===== config.mk =====
export PLATFORM = sky130hd
export DESIGN_NAME = mem_port_arbiter
export DESIGN_NICKNAME = d
export VERILOG_FILES = /design/src/rtl/riscv_pkg.sv /design/src/rtl/arb_run_counter.sv /design/src/rtl/mem_port_arbiter.sv
export SDC_FILE = /design/constraint.sdc
export NUM_CORES = 1
export LEC_CHECK = 0
export BUFFER_PORTS_ARGS = -buffer_cell sky130_fd_sc_hd__buf_4
export CORE_ASPECT_RATIO = 1.4
export CORE_UTILIZATION = 42
export CTS_CLUSTER_DIAMETER = 30
export DETAILED_ROUTE_END_ITERATION = 7
export PLACE_DENSITY = 0.8
export SKIP_LAST_GASP = 1
export SLEW_MARGIN = 15
export SYNTH_ARGS = -nofsm -noshare
export SYNTH_HDL_FRONTEND = slang
export SYNTH_SLANG_ARGS = --single-unit

===== constraint.sdc =====
create_clock -name clk -period 1.96 [get_ports clk]
set_clock_uncertainty 0.1 [all_clocks]
set_input_delay 0.588 -clock clk [delete_from_list [all_inputs] [get_ports clk]]
set_output_delay 0.588 -clock clk [all_outputs]
set_load 0.05 [all_outputs]

===== src/rtl/riscv_pkg.sv =====
// Shared types for the RV32I memory-port arbiter: FSM state encoding and byte-enable width.
package riscv_pkg;

  localparam int unsigned BE_W = 4;

  typedef enum logic [1:0] {
    IDLE,
    BUSY_I,
    BUSY_D,
    DONE
  } arb_state_t;

endpackage


===== src/rtl/arb_run_counter.sv =====
// Saturating count of consecutive data grants made while a fetch was waiting.
module arb_run_counter #(
  parameter int unsigned MAX_RUN = 4
) (
  input  logic clk,
  input  logic rst_n,
  input  logic i_inc,
  input  logic i_clr,
  output logic o_at_limit
);

  localparam int unsigned CW = $clog2(MAX_RUN + 1);

  logic [CW-1:0] r_cnt;

  // Clear wins over increment: a data grant with no fetch waiting starts no run.
  always_ff @(posedge clk or negedge rst_n) begin
    if (!rst_n) begin
      r_cnt <= '0;
    end else if (i_clr) begin
      r_cnt <= '0;
    end else if (i_inc && (r_cnt != CW'(MAX_RUN))) begin
      r_cnt <= r_cnt + 1'b1;
    end
  end

  assign o_at_limit = (r_cnt == CW'(MAX_RUN));

endmodule


===== src/rtl/mem_port_arbiter.sv =====
// Fetch / load-store arbiter for the single-port unified memory, one transaction in flight.
// Optional busy watchdog with sticky err: define MEM_PORT_ARB_TIMEOUT_EN.
module mem_port_arbiter
  import riscv_pkg::*;
#(
  parameter int unsigned ADDR_W      = 32,
  parameter int unsigned DATA_W      = 32,
  parameter int unsigned MAX_D_RUN   = 4,
  parameter int unsigned TIMEOUT_CYC = 64
) (
  input  logic              clk,
  input  logic              rst_n,
  input  logic              if_req,
  input  logic [ADDR_W-1:0] if_addr,
  output logic [DATA_W-1:0] if_rdata,
  output logic              if_valid,
  input  logic              d_req,
  input  logic              d_we,
  input  logic [ADDR_W-1:0] d_addr,
  input  logic [DATA_W-1:0] d_wdata,
  input  logic [BE_W-1:0]   d_be,
  output logic [DATA_W-1:0] d_rdata,
  output logic              d_valid,
  output logic              mem_req,
  output logic              mem_we,
  output logic [ADDR_W-1:0] mem_addr,
  output logic [DATA_W-1:0] mem_wdata,
  output logic [BE_W-1:0]   mem_be,
  input  logic              mem_ready,
  input  logic [DATA_W-1:0] mem_rdata,
  output logic              stall_f,
  output logic              stall_m,
  output logic              err
);

  if (MAX_D_RUN == 0 || TIMEOUT_CYC == 0) begin : g_param_chk
    $error("mem_port_arbiter: MAX_D_RUN and TIMEOUT_CYC must be nonzero");
  end

  arb_state_t        r_state;
  logic              r_mem_req;
  logic              r_mem_we;
  logic [ADDR_W-1:0] r_mem_addr;
  logic [DATA_W-1:0] r_mem_wdata;
  logic [BE_W-1:0]   r_mem_be;
  logic [DATA_W-1:0] r_if_rdata;
  logic [DATA_W-1:0] r_d_rdata;
  logic              r_if_valid;
  logic              r_d_valid;

  logic w_idle;
  logic w_busy;
  logic w_at_limit;
  logic w_grant_d;
  logic w_grant_i;
  logic w_run_clr;
  logic w_timeout;
  logic w_done;

  assign w_idle    = (r_state == IDLE);
  assign w_busy    = (r_state == BUSY_I) || (r_state == BUSY_D);
  assign w_grant_d = w_idle && d_req && (!if_req || !w_at_limit);
  assign w_grant_i = w_idle && if_req && !w_grant_d;
  assign w_run_clr = w_idle && (!if_req || w_grant_i);
  assign w_done    = w_busy && (mem_ready || w_timeout);

  arb_run_counter #(
    .MAX_RUN (MAX_D_RUN)
  ) u_run (
    .clk        (clk),
    .rst_n      (rst_n),
    .i_inc      (w_grant_d),
    .i_clr      (w_run_clr),
    .o_at_limit (w_at_limit)
  );

`ifdef MEM_PORT_ARB_TIMEOUT_EN
  localparam int unsigned TW = $clog2(TIMEOUT_CYC + 1);

  logic [TW-1:0] r_tmo_cnt;
  logic          r_err;

  assign w_timeout = w_busy && !mem_ready && (r_tmo_cnt == TW'(TIMEOUT_CYC - 1));

  always_ff @(posedge clk or negedge rst_n) begin
    if (!rst_n) begin
      r_tmo_cnt <= '0;
      r_err     <= 1'b0;
    end else begin
      if (w_timeout) begin
        r_err <= 1'b1;
      end
      if (w_busy && !mem_ready && !w_timeout) begin
        r_tmo_cnt <= r_tmo_cnt + 1'b1;
      end else begin
        r_tmo_cnt <= '0;
      end
    end
  end

  assign err = r_err;
`else
  assign w_timeout = 1'b0;
  assign err       = 1'b0;
`endif

  always_ff @(posedge clk or negedge rst_n) begin
    if (!rst_n) begin
      r_state     <= IDLE;
      r_mem_req   <= 1'b0;
      r_mem_we    <= 1'b0;
      r_mem_addr  <= '0;
      r_mem_wdata <= '0;
      r_mem_be    <= '0;
      r_if_rdata  <= '0;
      r_d_rdata   <= '0;
      r_if_valid  <= 1'b0;
      r_d_valid   <= 1'b0;
    end else begin
      r_if_valid <= 1'b0;
      r_d_valid  <= 1'b0;
      case (r_state)
        IDLE: begin
          if (w_grant_d) begin
            r_state     <= BUSY_D;
            r_mem_req   <= 1'b1;
            r_mem_we    <= d_we;
            r_mem_addr  <= d_addr;
            r_mem_wdata <= d_wdata;
            r_mem_be    <= d_be;
          end else if (w_grant_i) begin
            r_state     <= BUSY_I;
            r_mem_req   <= 1'b1;
            r_mem_we    <= 1'b0;
            r_mem_addr  <= if_addr;
            r_mem_wdata <= '0;
            r_mem_be    <= '1;
          end
        end
        BUSY_I: begin
          if (w_done) begin
            r_state    <= DONE;
            r_mem_req  <= 1'b0;
            r_mem_we   <= 1'b0;
            r_if_valid <= 1'b1;
            r_if_rdata <= mem_ready ? mem_rdata : '0;
          end
        end
        BUSY_D: begin
          if (w_done) begin
            r_state   <= DONE;
            r_mem_req <= 1'b0;
            r_mem_we  <= 1'b0;
            r_d_valid <= 1'b1;
            // Stores keep the previous load data; a timed-out access returns zero.
            if (!r_mem_we || !mem_ready) begin
              r_d_rdata <= mem_ready ? mem_rdata : '0;
            end
          end
        end
        DONE: begin
          r_state <= IDLE;
        end
        default: begin
          r_state <= IDLE;
        end
      endcase
    end
  end

  assign mem_req   = r_mem_req;
  assign mem_we    = r_mem_we;
  assign mem_addr  = r_mem_addr;
  assign mem_wdata = r_mem_wdata;
  assign mem_be    = r_mem_be;
  assign if_rdata  = r_if_rdata;
  assign d_rdata   = r_d_rdata;
  assign if_valid  = r_if_valid;
  assign d_valid   = r_d_valid;
  assign stall_f   = if_req && !r_if_valid;
  assign stall_m   = d_req && !r_d_valid;

endmodule

* After elaboration in Yosys (flattened, before gate mapping)
Index checks and enable logic that the tools add are counted.
** Storage, ports and cells
- Flip-flop bits (word level) :: 141
- Bits in latches :: 0
- RAM bits :: 0
- ROM bits :: 0
- Input bits :: 138
- Output and inout bits :: 139
- Memories kept :: 0
** Operators by class
- Add/subtract/negate cells :: 1
- Multipliers :: 0
- Divide/modulo/power cells :: 0
- $lt $le $gt $ge :: 0
- Equal/unequal tests :: 7
- Shift operators :: 0
- Multiplexer cells :: 23
- Bitwise logic cells :: 0
- Reduce and logical (&&, ||, !) cells :: 30
** Operators by type and width (count)
- 32-bit two-way mux :: 5
- 1-bit logical AND :: 9
- 1-bit two-way mux :: 8
- 4-bit two-way mux :: 2
- 1-bit zero test :: 7
- 2-bit two-way mux :: 3
- 3-bit two-way mux :: 2
- 2-bit case mux with 3 select lines :: 1
- 2-bit AND reduction :: 3
- 3-bit AND reduction :: 2
- 2-bit nonzero test :: 3
- 2-bit equality test, second input constant :: 2
- 1-bit logical OR :: 4
- 1-bit case mux with 2 select lines :: 2
- 3-bit by 1-bit adder with 3-bit output, second input constant :: 1
- 3-bit equality test, second input constant :: 1
- 3-bit by 1-bit inequality test with 1-bit output, second input constant :: 1
- 3-bit inequality test, second input constant :: 1
- 2-bit by 1-bit equality test with 1-bit output, second input constant :: 1
- 2-bit zero test :: 1
- 2-bit by 1-bit inequality test with 1-bit output, second input constant :: 1
- 2-bit OR reduction :: 1

* Longest topological paths before layout
Gate-level depths: netlist (run 1).
- Depth in word-level cells :: 9
- Depth in mapped cells :: 9
- Gate-level depth less buffers :: 6

* Modules after synthesis
A second synthesis (run 1) with hierarchy kept.
** Unflattened totals
- Cells, all modules :: 413
- Area total of the unflattened synthesis :: 5876.9 um2
** By module, submodules not included
- mem_port_arbiter :: instances 1, cells each 395, area an instance 5679.2 um2, sequential area each 3453.3 um2
- arb_run_counter :: instances 1, cells each 18, area an instance 197.7 um2, sequential area each 75.1 um2

* Worst setup path after synthesis (run 1)
No wires, ideal clock.
- Kind :: register to output
- From :: register r_if_valid, in the netlist if_valid
- To :: output port stall_f
- Arrival :: 1.318 ns
- Required time :: 1.272 ns
- Setup slack :: -0.046 ns
- Stages on the path, launching flop included :: 2
- Buffers on the path :: 0
- Cells stage by stage :: dfrtp_1 nor2b_1
** Between the ends
- Word-level cells in the longest chain between the ends :: 2
** RTL lines
- start: declaration :: line mem_port_arbiter.sv:48 : logic r_if_valid;
- start signal: assignment :: line mem_port_arbiter.sv:117 : r_if_valid <= 1'b0;
- start signal: assignment :: line mem_port_arbiter.sv:120 : r_if_valid <= 1'b0;
- start signal: assignment :: line mem_port_arbiter.sv:145 : r_if_valid <= 1'b1;
- 1-bit zero test :: line mem_port_arbiter.sv:180 : assign stall_f = if_req && !r_if_valid;
- 1-bit logical AND :: line mem_port_arbiter.sv:180
- end: declaration :: line mem_port_arbiter.sv:31 : output logic stall_f,
No other way between the ends.

* Worst setup path in the final report (run 1)
- From :: register r_state[1]
- To :: register r_d_rdata[10], in the netlist d_rdata[10]
** Between the ends
- Word-level cells in the longest chain between the ends :: 4
- Elaborated cells on any way between the ends :: 5
** RTL lines
- start: declaration :: line mem_port_arbiter.sv:40 : arb_state_t r_state;
- start signal: assignment :: line mem_port_arbiter.sv:109 : r_state <= IDLE;
- start signal: assignment :: line mem_port_arbiter.sv:125 : r_state <= BUSY_D;
- start signal: assignment :: line mem_port_arbiter.sv:132 : r_state <= BUSY_I;
- 2-bit by 1-bit equality test with 1-bit output or 2-bit equality test (tied branches) :: line mem_port_arbiter.sv:61, mem_port_arbiter.sv:122
- 1-bit logical OR :: line mem_port_arbiter.sv:61 : assign w_busy = (r_state == BUSY_I) || (r_state == BUSY_D);
- 1-bit logical AND :: line mem_port_arbiter.sv:65 : assign w_done = w_busy && (mem_ready || w_timeout);
- 3-bit AND reduction (no line) (*)
- end signal: assignment :: line mem_port_arbiter.sv:157 : r_d_rdata <= mem_ready ? mem_rdata : '0;
- end: declaration :: line mem_port_arbiter.sv:47 : logic [DATA_W-1:0] r_d_rdata;
Mark *: on every way between the ends. The rest lies on a longest branch, timed or not.
A chain may end at the register's enable or synchronous reset.

==> impl_metrics.csv, run 1 <==
group,metric,value,unit
run_status,status,"complete, no violations",
place,port_buffers,275,
yosys,synth_edf_count,0,
yosys,synth.distinct_cells,28,
global_route,antenna_found_initial,0,
yosys,ys.flop_type,"dfrtp_1",
yosys,synth_seq_cells,141,
clock_tree,cts_htree_levels,4,
finish,finalNonFillerCells,919,
min_path,min_path_cells,2,
yosys,postSynthCellCount,447,
yosys,yosysSeqAreaShare,0.623,
yosys,synth_fp_nets,592,
finish,final_layout_size_suffix_gt1_frac,0.545,
clock_tree,clk_path_buf_depth,2,
place,dp_slack,9.28,ps
sta,hold_viol,0,
drt,dr.first_iter.drc_count,213,
yosys,yosysTopAreaCell,"dfrtp_1",
drt,wl_met3,1.13,mm
drt,num_vias,4656,
sta,max_freq,0.538,GHz
sta,period_minus_slack,1860,ps
yosys,synth_top_area_share,0.623,
drt,avgRoutedWirePerCell,17.2,um
critical_path,r2r_cells,6,
floorplanning,die_width,100,um
place,place_inst,886,
clock_tree,cts_buffers,17,
clock_tree,cts_tree,"done",
finish,nFillCells,958,
min_path,worstHoldEndpoint,"mem_wdata[10]",
sta,setup_violations,0,
yosys,synth_area,0.00567,sq mm
place,placed_cell_area,0.00803,sq mm
sta,slew_viol_final,0,
finish,num-nets-final,873,
yosys,postSynth.asyncResetShare,1.00,
drt,maxUsedRoutingLayer,"met4",
place,dp_hpwl,11.5,mm
global_route,grt_remaining_overflow,0,
yosys,synth_common_cells,"dfrtp_1 (141), mux2_2 (64), a21oi_1 (59)",
min_path,min_path_type,"input pin to flop",
drt,drt-met1-wl,5.90,mm
critical_path,crit_arrival,2050,ps
sta,rsz0062_at_grt,"false",
finish,antenna_cells,0,
floorplanning,core,0.0130,sq mm
critical_path,endpoint_kind,"flop",
yosys,ys_top_cells_by_area,"dfrtp_1 (62%), mux2_2 (13%), a21oi_1 (5.2%)",
global_route,grt_pass1_wl,24.9,mm
critical_path,critPathMaxFanout,17,
drt,via_per_inst,5.07,
critical_path,r2r-end,"d_rdata[10]",
clock_tree,insertion_delay,410,ps
floorplanning,rows,49,
min_path,hold_start,"d_wdata[10]",
drt,drc,0,
sta,finalCritPeriodShare,0.948,
yosys,syn_avg_cell_area,12.7,sq um
yosys,yosys_warnings,0,
clock_tree,cts_setup_buffers,0,
drt,ant_nets,0,
drt,wl_met2,8.46,mm
clock_tree,clockRootBuffer,"clkbuf_16",
critical_path,r2r_setup_slack,100,ps
global_route,grt_util_all_layers,0.230,
drt,first_pass_iters,4,
yosys,synth.most_common_cell,"dfrtp_1",
clock_tree,path_clk_slew,70,ps
sta,timing.final.ws_setup,101,ps
drt,drt_wl_total,15.8,mm
critical_path,critical_path_class,"flop to flop",
finish,fin_area,0.00867,sq mm
flow_run,drv_cap,0,
finish,syn2layout_area_growth,53.1,%
place,place_congestion,0.815,
floorplanning,die_h,139,um
critical_path,worstPathRequired,2150,ps
floorplanning,num_io_pins,277,
critical_path,worstReg2RegStart,"r_state[1]",
clock_tree,cts.sinks,141,
critical_path,cp-start-kind,"flop",
global_route,grt_pass1_vias,4945,
sta,finalSetupTns,0,ps
floorplanning,fp.dieArea,0.0140,sq mm
global_route,grt_max_degree,65,
floorplanning,initial_core_util,0.436,
layout make-up:
| type | count | area (sq um) | share of cell area |
|---|---|---|---|
| Multi-Input combinational cell | 268 | 1950 | 0.225 |
| Clock buffer | 19 | 443 | 0.0511 |
| Clock inverter | 13 | 178 | 0.0205 |
| Tap cell | 178 | 223 | 0.0257 |
| Inverter | 9 | 33.8 | 0.00389 |
| Sequential cell | 141 | 3530 | 0.407 |
| Timing Repair Buffer | 291 | 2320 | 0.267 |
sequential cells by signal, summed over array words and instances (netlist names):
name and flops:
if_valid 1, mem_we 1, d_rdata 32, mem_wdata 32, mem_req 1, d_valid 1, u_run.r_cnt 3, mem_addr 32
mem_be 4, if_rdata 32, r_state 2
layer usage:
metal,vias up,track usage
met4,0,0.0862
met1,2309,0.259
met3,30,0.0718
met2,198,0.402
li1,2119,-
met5,-,0
cells by family (layout without fill, tap and decap cells):
kind of cell / after synthesis / count (layout) / synth area share
flops: 141 / 141 / 0.623
buf+inv: 38 / 332 / 0.0375
fa+ha+maj: 7 / 7 / 0.0155
other cells: 1 / 1 / 0.000662
mux: 68 / 68 / 0.135
simple gates: 80 / 80 / 0.0576
compound gates: 112 / 112 / 0.131
worst max path at each step:
stage               startpoint           to  slack (ps)
CTS                 r_state[0]  mem_addr[3]           7
global placement    r_state[0]   d_rdata[2]          80
global route        r_state[0]       mem_we          10
detailed placement  r_state[0]  d_rdata[10]           9
finish              r_state[1]  d_rdata[10]         100
floorplan           r_state[0]  d_rdata[11]          70
through the flow:
step,hold WS [ps],utilization
3_5_place_dp,394,0.618
2_1_floorplan,192,-
4_1_cts,272,0.667
3_3_place_gp,377,0.618
5_1_grt,273,0.667
6_report,292,0.667
placed cells by master (no fill, tap or decap), drive strengths merged, types with 3 or more instances in the layout:
cell | synthesis | routed
a21oi | 69 | 69
a22o | 32 | 32
and3 | 3 | 3
buf | 23 | 290
bufinv | 0 | 3
clkbuf | 6 | 19
dfrtp | 141 | 141
ha | 7 | 7
inv | 9 | 16
mux2 | 66 | 66
nand2 | 35 | 35
nor2 | 35 | 35
o21ai | 4 | 4
o22a | 4 | 4
worst max-delay path, stage by stage, from the launching register on:
cell and delay (ps):
dfrtp_1 430, inv_2 100, ha_2 290, and3_1 190, nand2b_4 110, buf_12 160
mux2_2 360
timing repair:
action | 4_1_cts | 5_1_grt
hold endpoints to repair | 8 | 0
pin swaps | 0 | 0
endpoints found under the setup margin | 15 | 52
resized for setup | 1 | 4
hold buffers | 1 | 0
Power of run 1 is left out: the tool's default activity adds up to more than one toggle a clock period on the data nets, which glitch-free logic cannot reach.
==> run 2: changes to the inputs <==
Settings changed: ABC_AREA set to 1, CORE_UTILIZATION 42 to 43.
==> run 2 against run 1 <==
- hold slack improved by 14 ps
- fmax rose by 2.6%
- worst setup slack improved by 46 ps
- clock-buffer cell count is 2 lower
- via count increased by 28%
- routed wire length grew 11%
- register-to-register slack better by 50 ps
- cell area rose by 6.7%
- critical path depth is 2 higher
- non-clock buffer count is 3 higher
- largest cell class unchanged
- highest routed layer unchanged
==> impl_metrics.csv, run 2 <==
group,metric,value,unit
global_route,grt_remaining_overflow,0,
drt,dr.first_iter.drc_count,363,
yosys,synth_fp_nets,895,
yosys,synth_area,0.00633,sq mm
yosys,synth.most_common_cell,"nand3_1",
global_route,grt_pass1_vias,5817,
yosys,synth_seq_cells,141,
clock_tree,clockRootBuffer,"clkbuf_16",
power,finalPower,19.1,mW
critical_path,crit_chain,"inv_1 -> ha_1 -> nand2_1 -> nor2_2 -> nand2_4 -> buf_12 -> nand2_1 -> o21ai_1",
floorplanning,fp.dieArea,0.0152,sq mm
critical_path,slowest_delay,400,ps
floorplanning,rows,52,
yosys,ys_top_cells_by_area,"dfrtp_1 (56%), nand3_1 (13%), nand2_1 (9.1%)",
clock_tree,cts_buffers,17,
place,dp_hpwl,12.5,mm
run_status,status,"complete, no violations",
floorplanning,num_io_pins,277,
clock_tree,cts_setup_buffers,0,
power,cellLeakagePower,5.18,nW
critical_path,crit_arrival,1990,ps
clock_tree,cts_resized,0,
yosys,synth.distinct_cells,21,
finish,final_layout_size_suffix_gt1_frac,0.326,
sta,hold_ws,306,ps
floorplanning,core,0.0144,sq mm
yosys,syn_avg_cell_area,8.44,sq um
power,powerDensity,2070,mW/mm^2
place,port_buffers,275,
place,place_congestion,0.822,
clock_tree,insertion_delay,400,ps
yosys,postSynth.asyncResetShare,1.00,
clock_tree,cts_tree,"done",
yosys,yosys_warnings,0,
critical_path,cp-start-kind,"flop",
clock_tree,clk_path_buf_depth,2,
sta,hold_viol,0,
drt,drc,0,
min_path,min_path_type,"input pin to flop",
global_route,grt_max_degree,68,
critical_path,crit_top_cell,"nand2_1",
drt,drt_wl_total,17.5,mm
global_route,antenna_found_initial,0,
yosys,synth_top_area_share,0.557,
global_route,grt_pass1_wl,28.3,mm
yosys,postSynthCellCount,750,
critical_path,critical_path_class,"flop to flop",
yosys,ys.flop_type,"dfrtp_1",
sta,period_minus_slack,1810,ps
sta,finalCritPeriodShare,0.925,
clock_tree,cts.sinks,141,
drt,ant_nets,0,
finish,syn2layout_area_growth,46.2,%
floorplanning,die_h,146,um
sta,finalSetupTns,0,ps
drt,num_vias,5974,
clock_tree,path_clk_slew,60,ps
floorplanning,initial_core_util,0.438,
sta,slew_viol_final,0,
drt,via_per_inst,4.92,
yosys,synth_edf_count,0,
sta,rsz0062_at_grt,"false",
finish,num-nets-final,1160,
yosys,synth_common_cells,"nand3_1 (166), nand2_1 (154), dfrtp_1 (141)",
finish,final_cell_mix,"buf_4 (282), nand3_1 (166), nand2_1 (153)",
finish,antenna_cells,0,
critical_path,endpoint_kind,"flop",
clock_tree,cts_htree_levels,4,
yosys,yosysSeqAreaShare,0.557,
power,ir_worst_vdd,1.18,mV
sta,max_freq,0.552,GHz
critical_path,worstPathRequired,2140,ps
clock_tree,hold_buffers,1,
floorplanning,die_width,105,um
flow_run,drv_cap,0,
critical_path,critPathMaxFanout,64,
drt,first_pass_iters,5,
sta,setup_violations,0,
global_route,grt_util_all_layers,0.233,
drt,avgRoutedWirePerCell,14.4,um
critical_path,slowest_stage,"dfrtp_1",
finish,final_common_cell,"buf_4",
yosys,yosysTopAreaCell,"dfrtp_1",
-- run 2: changes by cell type after synthesis, moves of 10 or more --
cell and change:
a21oi_2 -10, nand3_1 +164, a21oi_1 -26, nand2_1 +119
o21ai_1 +33, mux2_2 -64, inv_1 +107, buf_2 +18
a22o_1 -32
-- run 2: cell type report --
cell class                 instances  area, sq um
sequential                       141         3530
multi-input combinational        444         2070
tap                              189          236
clock buffer                      17          425
clock inverter                    13          214
inverter                         117          439
fill                            1213         5190
timing repair buffer             294         2340
-- run 2: cell families after synthesis --
logic type / count (synthesis) / share of synthesized area
AOI/OAI and AO/OA: 71 / 0.0569
xor gates and xnor gates: 1 / 0.00138
adders and majority gates: 7 / 0.0138
buffers and inverters: 165 / 0.117
DFF: 141 / 0.557
other: 1 / 0.000592
and+or+nand+nor: 364 / 0.253
-- run 2: worst paths after layout --
kind,endpoint,depth (start not counted),slack [ps],start
worst max-delay path,d_rdata[26],8,150,r_state[1]
worst min-delay path,mem_be[1],3,310,d_be[1]
worst max register to register,d_rdata[26],8,150,r_state[1]
worst min register to register,d_rdata[9],2,390,d_rdata[9]
max in group asynchronous,mem_addr[31],3,680,rst_n
min in group asynchronous,d_rdata[11],2,550,rst_n
-- run 2: through the flow --
step / area (sq um) / setup slack [ps] / util / cells
after floorplan: 6330 / 207 / - / 750
after global routing: 9250 / 2.50 / 0.641 / 1215
after CTS: 9250 / 128 / 0.641 / 1215
after global placement: 8600 / 215 / 0.596 / 1184
after detailed placement: 8600 / 160 / 0.596 / 1184
final: 9250 / 147 / 0.641 / 1215
-- run 2: worst max-delay path, delay by kind of cell (launching register included) --
family                     cells  cell delay (ps)
AOI/OAI and AO/OA              1               70
buffers and inverters          2              290
DFF                            1              400
and+or+nand+nor                4              400
adders and majority gates      1              400
-- run 2: power by group --
part	switching (mW)	internal (mW)	leakage (nW)	total (mW)
Clock	1.23	2.26	0.306	3.49
Sequential	0.823	4.29	1.72	5.12
Combinational	7.41	3.14	3.15	10.5
-- run 2: per-layer routing --
metal	vias up	GRT usage	share of wire
met5	-	0	0
met4	0	0.0843	0.020
met3	28	0.0533	0.082
met2	293	0.397	0.50
met1	2772	0.288	0.40
li1	2881	-	-
Power figures use the tool's default switching activity.
==> run 3: changes to the inputs <==
Settings changed: SYNTH_HIERARCHICAL set to 1.
==> run 3 against run 2 <==
- die area shrank 3.9%
- cell area shrank 0.35%
- sequential cell count is the same
- largest power group unchanged
==> impl_metrics.csv, run 3 <==
group,metric,value,unit
run_status,status,"complete, no violations",
global_route,grt_util_all_layers,0.244,
sta,finalSetupTns,0,ps
yosys,yosysTopAreaCell,"dfrtp_1",
yosys,synth.distinct_cells,19,
drt,first_pass_iters,5,
drt,dr.first_iter.drc_count,255,
yosys,ys_top_cells_by_area,"dfrtp_1 (58%), nand2_1 (12%), o21ai_0 (7.4%)",
power,finalPower,19.0,mW
drt,num_vias,5836,
clock_tree,clk_path_buf_depth,2,
power,cellLeakagePower,5.01,nW
critical_path,cp-start-kind,"flop",
yosys,synth_seq_cells,141,
floorplanning,core,0.0138,sq mm
yosys,postSynth.asyncResetShare,1.00,
critical_path,crit_chain,"nor2_2 -> buf_4",
clock_tree,insertion_delay,410,ps
drt,drc,0,
clock_tree,cts_tree,"done",
finish,antenna_cells,0,
place,place_congestion,0.861,
yosys,ys.flop_type,"dfrtp_1",
clock_tree,cts_htree_levels,4,
sta,period_minus_slack,1880,ps
yosys,synth.most_common_cell,"nand2_1",
yosys,synth_fp_nets,866,
floorplanning,rows,51,
global_route,grt_max_degree,48,
floorplanning,num_io_pins,277,
place,dp_hpwl,12.7,mm
global_route,grt_pass1_vias,5595,
yosys,synth_edf_count,0,
floorplanning,fp.dieArea,0.0146,sq mm
drt,via_per_inst,4.86,
sta,hold_viol,0,
min_path,min_path_type,"input pin to flop",
yosys,yosysSeqAreaShare,0.580,
sta,max_freq,0.531,GHz
drt,avgRoutedWirePerCell,15.0,um
power,ir_worst_vdd,1.10,mV
clock_tree,path_clk_slew,60,ps
yosys,postSynthCellCount,721,
critical_path,slowest_stage,"dfrtp_1",
sta,setup_violations,0,
drt,ant_nets,0,
place,port_buffers,275,
finish,final_layout_size_suffix_gt1_frac,0.342,
critical_path,slowest_delay,440,ps
sta,slew_viol_final,0,
yosys,synth_common_cells,"nand2_1 (188), dfrtp_1 (141), nor2_1 (116)",
global_route,grt_pass1_wl,27.1,mm
flow_run,drv_cap,0,
finish,final_common_cell,"buf_4",
drt,drt_wl_total,18.1,mm
finish,num-nets-final,1150,
yosys,synth_area,0.00608,sq mm
clock_tree,cts_buffers,17,
critical_path,worstPathRequired,1270,ps
clock_tree,cts.sinks,141,
floorplanning,die_width,102,um
critical_path,critical_path_class,"flop to output port",
critical_path,endpoint_kind,"output port",
global_route,antenna_found_initial,0,
global_route,grt_remaining_overflow,0,
power,powerDensity,2060,mW/mm^2
sta,hold_ws,276,ps
sta,finalCritPeriodShare,0.961,
floorplanning,die_h,143,um
place,dp_slack,93.5,ps
yosys,synth_top_area_share,0.580,
finish,final_cell_mix,"buf_4 (290), nand2_1 (186), dfrtp_1 (141)",
sta,timing.final.ws_setup,76.2,ps
critical_path,critPathMaxFanout,2,
finish,syn2layout_area_growth,51.7,%
critical_path,crit_arrival,1200,ps
floorplanning,initial_core_util,0.439,
yosys,syn_avg_cell_area,8.43,sq um
clock_tree,clockRootBuffer,"clkbuf_16",
yosys,yosys_warnings,6,
[run 3: cell count changes after synthesis, moves of 2 or more]
cell / before / now
a21oi_1: 33 / 1
buf_2: 32 / 16
buf_6: 8 / 6
clkbuf_1: 3 / 16
inv_1: 116 / 50
nand2_1: 154 / 188
nand2_4: 2 / 0
nand3_1: 166 / 69
nand4_1: 0 / 3
nor2_1: 38 / 116
o21ai_0: 1 / 90
o21ai_1: 33 / 7
o22ai_1: 4 / 0
[run 3: where the power goes]
part | internal [mW] | total [mW] | switching (mW)
clock network | 2.17 | 3.41 | 1.25
logic | 3.15 | 10.6 | 7.42
registers | 4.27 | 5.04 | 0.771
total | 9.59 | 19.0 | 9.44
[run 3: path summary, 6_finish.rpt]
kind | to | start | cells after the start | slack (ps)
worst max-delay path | stall_f | if_valid | 2 | 80
worst min-delay path | mem_wdata[3] | d_wdata[3] | 3 | 280
worst max register to register | u_run/r_cnt[1] | r_state[0] | 10 | 130
worst min register to register | mem_req | mem_req | 2 | 380
max in group asynchronous | mem_wdata[9] | rst_n | 3 | 660
min in group asynchronous | if_rdata[29] | rst_n | 2 | 550
[run 3: metrics by stage]
step,instance area (sq um),std cells,util
6_report,9220,1202,0.666
5_1_grt,9220,1202,0.666
4_1_cts,9070,1191,0.655
3_5_place_dp,8430,1159,0.609
3_3_place_gp,8430,1159,0.609
2_1_floorplan,6080,721,-
[run 3: cells by family after synthesis]
group / share of synthesized area
fa+ha+maj: 0.0144
flops: 0.580
other cells: 0.000617
compound gates: 0.0807
buf+inv: 0.0706
simple gates: 0.253
[run 3: per-layer routing]
| metal | vias to the layer above | share of wire | global-route usage |
|---|---|---|---|
| met5 | - | 0 | 0 |
| met4 | 0 | 0.045 | 0.126 |
| met3 | 58 | 0.083 | 0.0813 |
| met2 | 240 | 0.50 | 0.408 |
| met1 | 2697 | 0.37 | 0.272 |
| li1 | 2841 | - | - |
[run 3: what timing repair did]
action	in CTS	in global routing
setup endpoints to repair	0	53
endpoints found under the hold margin	32	0
hold buffers	1	0
setup buffers	0	7
gates resized for setup	0	6
[run 3: cell type report]
cell class | count | area [sq um]
Fill cell | 1118 | 4630
Sequential cell | 141 | 3530
Timing Repair Buffer | 306 | 2480
Multi-Input combinational cell | 489 | 2160
Clock buffer | 18 | 439
Tap cell | 185 | 231
Clock inverter | 13 | 189
Inverter | 50 | 188
[run 3: critical path: cells and delay by family (launching register included)]
family | cells | cell delay, ps
buffers and inverters | 1 | 200
and+or+nand+nor | 1 | 140
DFF | 1 | 440
